==> config.mk <==
export PLATFORM = sky130hd
export DESIGN_NAME = tag_lookup_unit
export DESIGN_NICKNAME = d
export VERILOG_FILES = /design/src/rtl/tag_lookup_unit.sv
export SDC_FILE = /design/constraint.sdc
export NUM_CORES = 1
export LEC_CHECK = 0
export ABC_AREA = 0
export CAP_MARGIN = 20
export CORE_UTILIZATION = 55
export CTS_BUF_LIST = sky130_fd_sc_hd__clkbuf_16
export DETAILED_ROUTE_END_ITERATION = 6
export GPL_ROUTABILITY_DRIVEN = 0
export HOLD_SLACK_MARGIN = 0.05
export PLACE_DENSITY = 0.83
export SYNTH_ARGS = -nofsm -noshare
export SYNTH_HDL_FRONTEND = slang
export SYNTH_SLANG_ARGS = --single-unit
==> constraint.sdc <==
create_clock -name clk -period 5.8 [get_ports clk]
set_clock_uncertainty 0.2 [all_clocks]
set_input_delay 1.16 -clock clk [delete_from_list [all_inputs] [get_ports clk]]
set_output_delay 1.16 -clock clk [all_outputs]
set_load 0.05 [all_outputs]
==> src/rtl/tag_lookup_unit.sv <==
// Set-associative tag lookup with LRU victim choice, fill and sequential flush.
// Optional stored tag parity is compiled in with `define TAG_PARITY_EN.
module tag_lookup_unit #(
  parameter int INDEX_BITS = 3,
  parameter int ADDR_BITS  = 5,
  parameter int WAYS       = 2
) (
  input  logic                 clk,
  input  logic                 rst_n,
  input  logic                 req_valid,
  output logic                 req_ready,
  input  logic [ADDR_BITS-1:0] req_addr,
  output logic                 rsp_valid,
  output logic                 rsp_hit,
  output logic                 rsp_way,
  input  logic                 fill_valid,
  input  logic [ADDR_BITS-1:0] fill_addr,
  input  logic                 flush_req,
  output logic                 busy,
  output logic                 flush_done,
  output logic                 parity_err
);

  localparam int TAG_BITS = ADDR_BITS - INDEX_BITS;
  localparam int SETS     = 1 << INDEX_BITS;
  localparam logic [INDEX_BITS-1:0] CNT_LAST = INDEX_BITS'(SETS - 1);
  localparam logic [INDEX_BITS-1:0] CNT_ONE  = INDEX_BITS'(1);

  localparam logic [0:0] S_IDLE  = 1'b0;
  localparam logic [0:0] S_FLUSH = 1'b1;

  logic [0:0]            r_state;
  logic [INDEX_BITS-1:0] r_cnt;
  logic [SETS-1:0]       r_valid [WAYS];
  logic [TAG_BITS-1:0]   r_tag   [WAYS][SETS];
  logic [SETS-1:0]       r_lru;
  logic                  r_rsp_valid;
  logic                  r_rsp_hit;
  logic                  r_rsp_way;
  logic                  r_flush_done;

  logic [INDEX_BITS-1:0] w_rd_idx;
  logic [TAG_BITS-1:0]   w_rd_tag;
  logic [INDEX_BITS-1:0] w_fl_idx;
  logic [TAG_BITS-1:0]   w_fl_tag;
  logic                  w_acc;
  logic [WAYS-1:0]       w_hit_vec;
  logic                  w_hit;
  logic                  w_hit_way;
  logic                  w_rd_vic;
  logic                  w_fl_vic;
  logic                  w_perr;

  assign w_rd_idx = req_addr[INDEX_BITS-1:0];
  assign w_rd_tag = req_addr[ADDR_BITS-1:INDEX_BITS];
  assign w_fl_idx = fill_addr[INDEX_BITS-1:0];
  assign w_fl_tag = fill_addr[ADDR_BITS-1:INDEX_BITS];

  assign busy       = (r_state == S_FLUSH);
  assign req_ready  = !busy;
  assign w_acc      = req_valid && req_ready;
  assign rsp_valid  = r_rsp_valid;
  assign rsp_hit    = r_rsp_hit;
  assign rsp_way    = r_rsp_way;
  assign flush_done = r_flush_done;

  always_comb begin
    w_hit_vec = '0;
    for (int w = 0; w < WAYS; w++) begin
      w_hit_vec[w] = r_valid[w][w_rd_idx] &&
                     (r_tag[w][w_rd_idx] == w_rd_tag);
    end
  end

  assign w_hit     = |w_hit_vec;
  assign w_hit_way = (WAYS == 2) ? !w_hit_vec[0] : 1'b0;

  // Victim: first invalid way, otherwise the way the LRU bit names.
  generate
    if (WAYS == 2) begin : g_two_way
      assign w_rd_vic = !r_valid[0][w_rd_idx] ? 1'b0 :
                        !r_valid[1][w_rd_idx] ? 1'b1 :
                        r_lru[w_rd_idx];
      assign w_fl_vic = !r_valid[0][w_fl_idx] ? 1'b0 :
                        !r_valid[1][w_fl_idx] ? 1'b1 :
                        r_lru[w_fl_idx];
    end else begin : g_one_way
      assign w_rd_vic = 1'b0;
      assign w_fl_vic = 1'b0;
    end
  endgenerate

`ifdef TAG_PARITY_EN
  logic [SETS-1:0] r_par [WAYS];
  logic            r_perr;

  always_comb begin
    w_perr = 1'b0;
    for (int w = 0; w < WAYS; w++) begin
      if (r_valid[w][w_rd_idx] &&
          ((^r_tag[w][w_rd_idx]) != r_par[w][w_rd_idx]))
        w_perr = 1'b1;
    end
  end

  always_ff @(posedge clk or negedge rst_n) begin
    if (!rst_n) begin
      r_perr <= 1'b0;
      for (int w = 0; w < WAYS; w++) r_par[w] <= '0;
    end else begin
      r_perr <= w_acc && w_perr;
      if (r_state == S_IDLE && fill_valid)
        r_par[w_fl_vic][w_fl_idx] <= ^w_fl_tag;
    end
  end

  assign parity_err = r_perr;
`else
  assign w_perr     = 1'b0;
  assign parity_err = 1'b0;
`endif

  always_ff @(posedge clk or negedge rst_n) begin
    if (!rst_n) begin
      r_state      <= S_IDLE;
      r_cnt        <= '0;
      r_lru        <= '0;
      r_rsp_valid  <= 1'b0;
      r_rsp_hit    <= 1'b0;
      r_rsp_way    <= 1'b0;
      r_flush_done <= 1'b0;
      for (int w = 0; w < WAYS; w++) begin
        r_valid[w] <= '0;
        for (int s = 0; s < SETS; s++) r_tag[w][s] <= '0;
      end
    end else begin
      r_rsp_valid  <= w_acc;
      r_rsp_hit    <= w_acc && w_hit && !w_perr;
      r_rsp_way    <= w_acc && (w_hit ? w_hit_way : w_rd_vic);
      r_flush_done <= 1'b0;
      unique case (r_state)
        S_IDLE: begin
          if (w_acc && w_hit && !w_perr)
            r_lru[w_rd_idx] <= !w_hit_way;
          // Issued after the hit update so a same-set fill owns LRU.
          if (fill_valid) begin
            r_valid[w_fl_vic][w_fl_idx] <= 1'b1;
            r_tag[w_fl_vic][w_fl_idx]   <= w_fl_tag;
            r_lru[w_fl_idx]             <= !w_fl_vic;
          end
          if (flush_req) begin
            r_state <= S_FLUSH;
            r_cnt   <= '0;
          end
        end
        S_FLUSH: begin
          for (int w = 0; w < WAYS; w++) r_valid[w][r_cnt] <= 1'b0;
          r_lru[r_cnt] <= 1'b0;
          r_cnt        <= r_cnt + CNT_ONE;
          if (r_cnt == CNT_LAST) begin
            r_state      <= S_IDLE;
            r_flush_done <= 1'b1;
          end
        end
        default: r_state <= S_IDLE;
      endcase
    end
  end

endmodule

# Yosys cells after proc, flatten, opt, wreduce, memory -nomap -nowiden
# Cells that the tools add are included.
# word_totals
ff_bits	64
output_inout_bits	7
wordCells	117
# classes
addsub	1
n_lt_le_gt_ge	11
eq_ne	5
n_mux	51
bitwise_logic	9
reduce_logical	15
# op_table
operator	count
$bwmux W32	1
$mux W16	2
$mux W8	4
$pmux W16 S2	1
$and A8 B8 Y8	3
$bmux W1 S3	6
$mux W1	18
$bwmux W8	2
$demux W16 S1	1
$or A16 B16 Y16	1
$pmux W8 S2	1
$bmux W2 S3	2
$lt A3 B4 Y1 const B	3
$logic_and A1 B1 Y1	10
$mux W2	5
$demux W1 S3	3
$ge A3 B1 Y1 const B	3
$demux W8 S1	1
$ge A4 B4 Y1 const B	2
$not A3 Y4	2
$not A8 Y8	1
$demux W2 S3	1
$pmux W3 S2	1
$eq A2 B2 Y1	2
13 further kinds	16

# Depth between registers and ports, before layout
# depth
word_depth	13
depth_mapped	9

# Least setup slack after synthesis
# Ideal clock, no wire load.
# synth_timing
path_kind	in2reg
start	input fill_addr[2]
end	register r_tag[14] (netlist bit)
arrival_ns	2.859
setup_slack_ns	2.616
stages	7
path_cell_list	buf_4 > mux2_1 > o22ai_1 > a211oi_4 > nand4_2 > or4_4 > mux2_4
# synth_between
elab_chain_len	10
word_cells_on_any_way	21
# synth_lines
item	line_no	rtl
start, declared	17	input logic [ADDR_BITS-1:0] fill_addr,
$bmux W1 S3, on equally long branches	86, 85	
$mux W1, on equally long branches	86, 85	
$mux W1	85	!r_valid[1][w_fl_idx] ? 1'b1 :
$mux W1	84	assign w_fl_vic = !r_valid[0][w_fl_idx] ? 1'b0 :
$not A1 Y2 (not written as such)	148	r_tag[w_fl_vic][w_fl_idx] <= w_fl_tag;
$ge A2 B2 Y1 (not written as such) or $lt A2 B1 Y1 (tied branches)	148	
$logic_and A1 B1 Y1 (not written as such)	148	
$mux W16 (not written as such)	148	
$demux W16 S1 *	148	
$bwmux W32 *	148	
end signal, assigned by index	148	
end, declared	35	logic [TAG_BITS-1:0] r_tag [WAYS][SETS];
# Every way passes the cells marked *; elsewhere a longest branch is shown, timed or not. The select of a mux whose other input is x is not followed.
# A chain may end at the register's enable or synchronous reset.

# Worst setup path in the final report
# layout_timing
start	input fill_addr[2]
end	register r_tag[19] (netlist bit)
# The elaborated chain is that of the path after synthesis.

==> flow_metrics.py <==
metrics = {
    "cts": {
        "clock_path_buffers": 2,
        "post_cts_buffers": 0,
        "cts_buffers": 9,
        "cts_tree": "built",
        "cts_max_level": 3,
        "cts_hold_buf": 0,
        "cts_resized": 0,
        "clock-sinks": 64,
        "path_clk_slew_ns": 0.06,
        "root_buffer": "clkbuf_16",
        "clk-insertion-delay-late_ns": 0.34,
    },
    "global_route": {
        "grt_pass1_wl_um": 16600,
        "track_usage_pct": 30.3,
        "grt-ovfl-total": 0,
        "grt_max_degree": 65,
        "grt_pass1_vias": 3150,
        "antenna_found_initial": 0,
    },
    "synthesis": {
        "synthesis.nets": 402,
        "synth_area_um2": 3850,
        "seq_area_frac_synth_pct": 41.6,
        "synth_ff_type": "dfrtp_1",
        "synth_edf_count": 0,
        "yosysUniqueCellTypes": 64,
        "syn_avg_cell_area_um2": 10.0,
        "ys.warnings.count": 0,
        "synth_seq_cells": 64,
        "async_flop_share_pct": 100,
        "syn_inst": 385,
    },
    "timing": {
        "slew_headroom_pct": 34.0,
        "rsz0062_at_grt": "false",
        "layout_min_cycle_time_ns": 4.25,
        "finalHoldViolations": 0,
        "hold_ws_ns": 0.299,
        "slew_violations": 0,
        "fin_tns_setup_ns": 0,
        "tightest_slew_ns": 0.962,
        "final.setup.worst_slack_ns": 1.55,
        "clock.fmax_mhz": 236,
        "setup_violations": 0,
        "fin_crit_sh_pct": 73.2,
    },
    "worst_setup_path": {
        "required_ns": 5.81,
        "critPathMaxFanout": 26,
        "arrival_ns": 4.26,
        "cp-end-kind": "flip-flop",
        "start_kind": "input pin",
        "critPathKind": "input pin to flip-flop",
    },
    "power_and_ir_drop": {
        "power_leakage_nw": 1.93,
        "peakVddDrop_uv": 273,
        "switchingPower_mw": 0.756,
        "seq_power_share_pct": 40.8,
        "power.total_mw": 1.96,
        "p_comb_share_pct": 31.5,
        "p_clk_share_pct": 27.6,
        "pwr_density_cell_nw_per_um2": 448,
        "p_int_mw": 1.20,
        "switching_share_pct": 38.6,
    },
    "placement": {
        "dp_slack_ns": 1.18,
        "dp_cells": 476,
        "placed_area_um2": 4050,
        "hpwl_um": 7190,
        "io_buffer_count": 20,
    },
    "final_layout": {
        "fin_cells": 493,
        "drive_gt1_share_pct": 15.4,
        "n_antenna_cell": 0,
        "final_core_util_pct": 64.3,
        "fillers": 532,
        "fin_area_um2": 4370,
        "area_growth_pct": 13.5,
        "final_cell_mix": "dfrtp_1, nand2_1, mux2_2, clkdlybuf4s50_1",
        "nets": 409,
        "final_common_cell": "dfrtp_1",
    },
    "floorplan": {
        "die_w_um": 85.7,
        "initial_core_util_pct": 56.7,
        "rows": 30,
        "die_h_um": 85.7,
        "die-area_um2": 7340,
        "core_area_um2": 6790,
        "io_pins": 22,
    },
    "job": {
        "max_cap_violations": 0,
    },
    "drt": {
        "viasPerCell": 6.75,
        "detail_route.iter0.violations": 651,
        "vias": 3327,
        "ant_nets": 0,
        "drc": 0,
        "wl_per_cell_um": 21.5,
        "drtPass1Iterations": 5,
        "wl_um": 10600,
    },
    "min_path": {
        "worst_hold_path_type": "flip-flop to flip-flop",
    },
    "status": {
        "status": "complete, no violations",
    },
}
worst paths after layout:
check,startpoint,to,slack [ns],cells past startpoint
worst max-delay path,fill_addr[2],r_tag[19]$_DFFE_PN0P_,1.55,7
worst min-delay path,r_tag[22]$_DFFE_PN0P_,r_tag[22]$_DFFE_PN0P_,0.30,1
worst min register to register,r_tag[22]$_DFFE_PN0P_,r_tag[22]$_DFFE_PN0P_,0.30,1
worst max register to register,busy$_DFF_PN0_,r_tag[19]$_DFFE_PN0P_,2.91,5
max in group asynchronous,rst_n,r_valid[7]$_DFFE_PN0P_,4.08,2
min in group asynchronous,rst_n,rsp_valid$_DFF_PN0_,0.80,2
sequential cells by signal, summed over array words and instances (netlist names):
register and flops:
busy 1, flush_done 1, r_cnt 3, r_lru 8
r_tag 32, r_valid 16, rsp_hit 1, rsp_valid 1
rsp_way 1
cell type report:
| type | count | area, um^2 | share of cell area, % |
|---|---|---|---|
| multi-input combinational | 280 | 2060 | 47.2 |
| timing repair buffer | 23 | 238 | 5.44 |
| inverter | 14 | 52.6 | 1.20 |
| tap | 96 | 120 | 2.75 |
| clock inverter | 7 | 71.3 | 1.63 |
| clock buffer | 9 | 225 | 5.15 |
| sequential | 64 | 1600 | 36.6 |
cell usage after synthesis, types with 7 or more instances:
cell type | n | share of area, %
dfrtp_1 | 64 | 42
or3_1 | 7 | 1.1
mux2_2 | 23 | 6.7
nor2b_1 | 7 | 1.1
nand2_1 | 44 | 4.3
nand3_1 | 14 | 1.8
clkbuf_1 | 15 | 1.5
mux2i_1 | 13 | 3.4
o21ai_0 | 18 | 2.3
inv_1 | 14 | 1.4
nor2_1 | 18 | 1.8
mux2_1 | 12 | 3.5
o211ai_1 | 10 | 1.9
nand2b_1 | 7 | 1.1
power groups by stage:
stage | clock network [mW] | registers (mW) | logic (mW)
detailed placement | 0 | 0.791 | 0.598
CTS | 0.540 | 0.785 | 0.603
global placement | 0 | 0.780 | 0.579
finish | 0.541 | 0.800 | 0.618
floorplan | 0 | 0.721 | 0.465
global route | 0.565 | 0.810 | 0.667
per-layer routing:
metal / vias up / track usage [%] / wire, um
li1: 1446 / - / -
met1: 1609 / 40.8 / 4150
met2: 211 / 45.9 / 4900
met3: 61 / 8.28 / 1120
met4: 0 / 13.6 / 436
met5: - / 0 / 0
kinds of logic after synthesis:
kind of cell	Yosys count	synth area share [%]
compound gates	85	17.1
fa+ha+maj	2	0.650
mux	54	16.7
other cells	1	0.0974
flops	64	41.6
simple gates	137	18.7
xor+xnor	1	0.227
buf+inv	41	4.87
critical path, cell delays in order:
cell	delay, ns
clkdlybuf4s50_1	1.04
mux2_1	0.43
o32ai_2	0.29
a211oi_4	0.13
a31oi_4	0.40
nand3_1	0.34
mux2_1	0.45
Note: power is estimated with default switching activity, not from simulation.
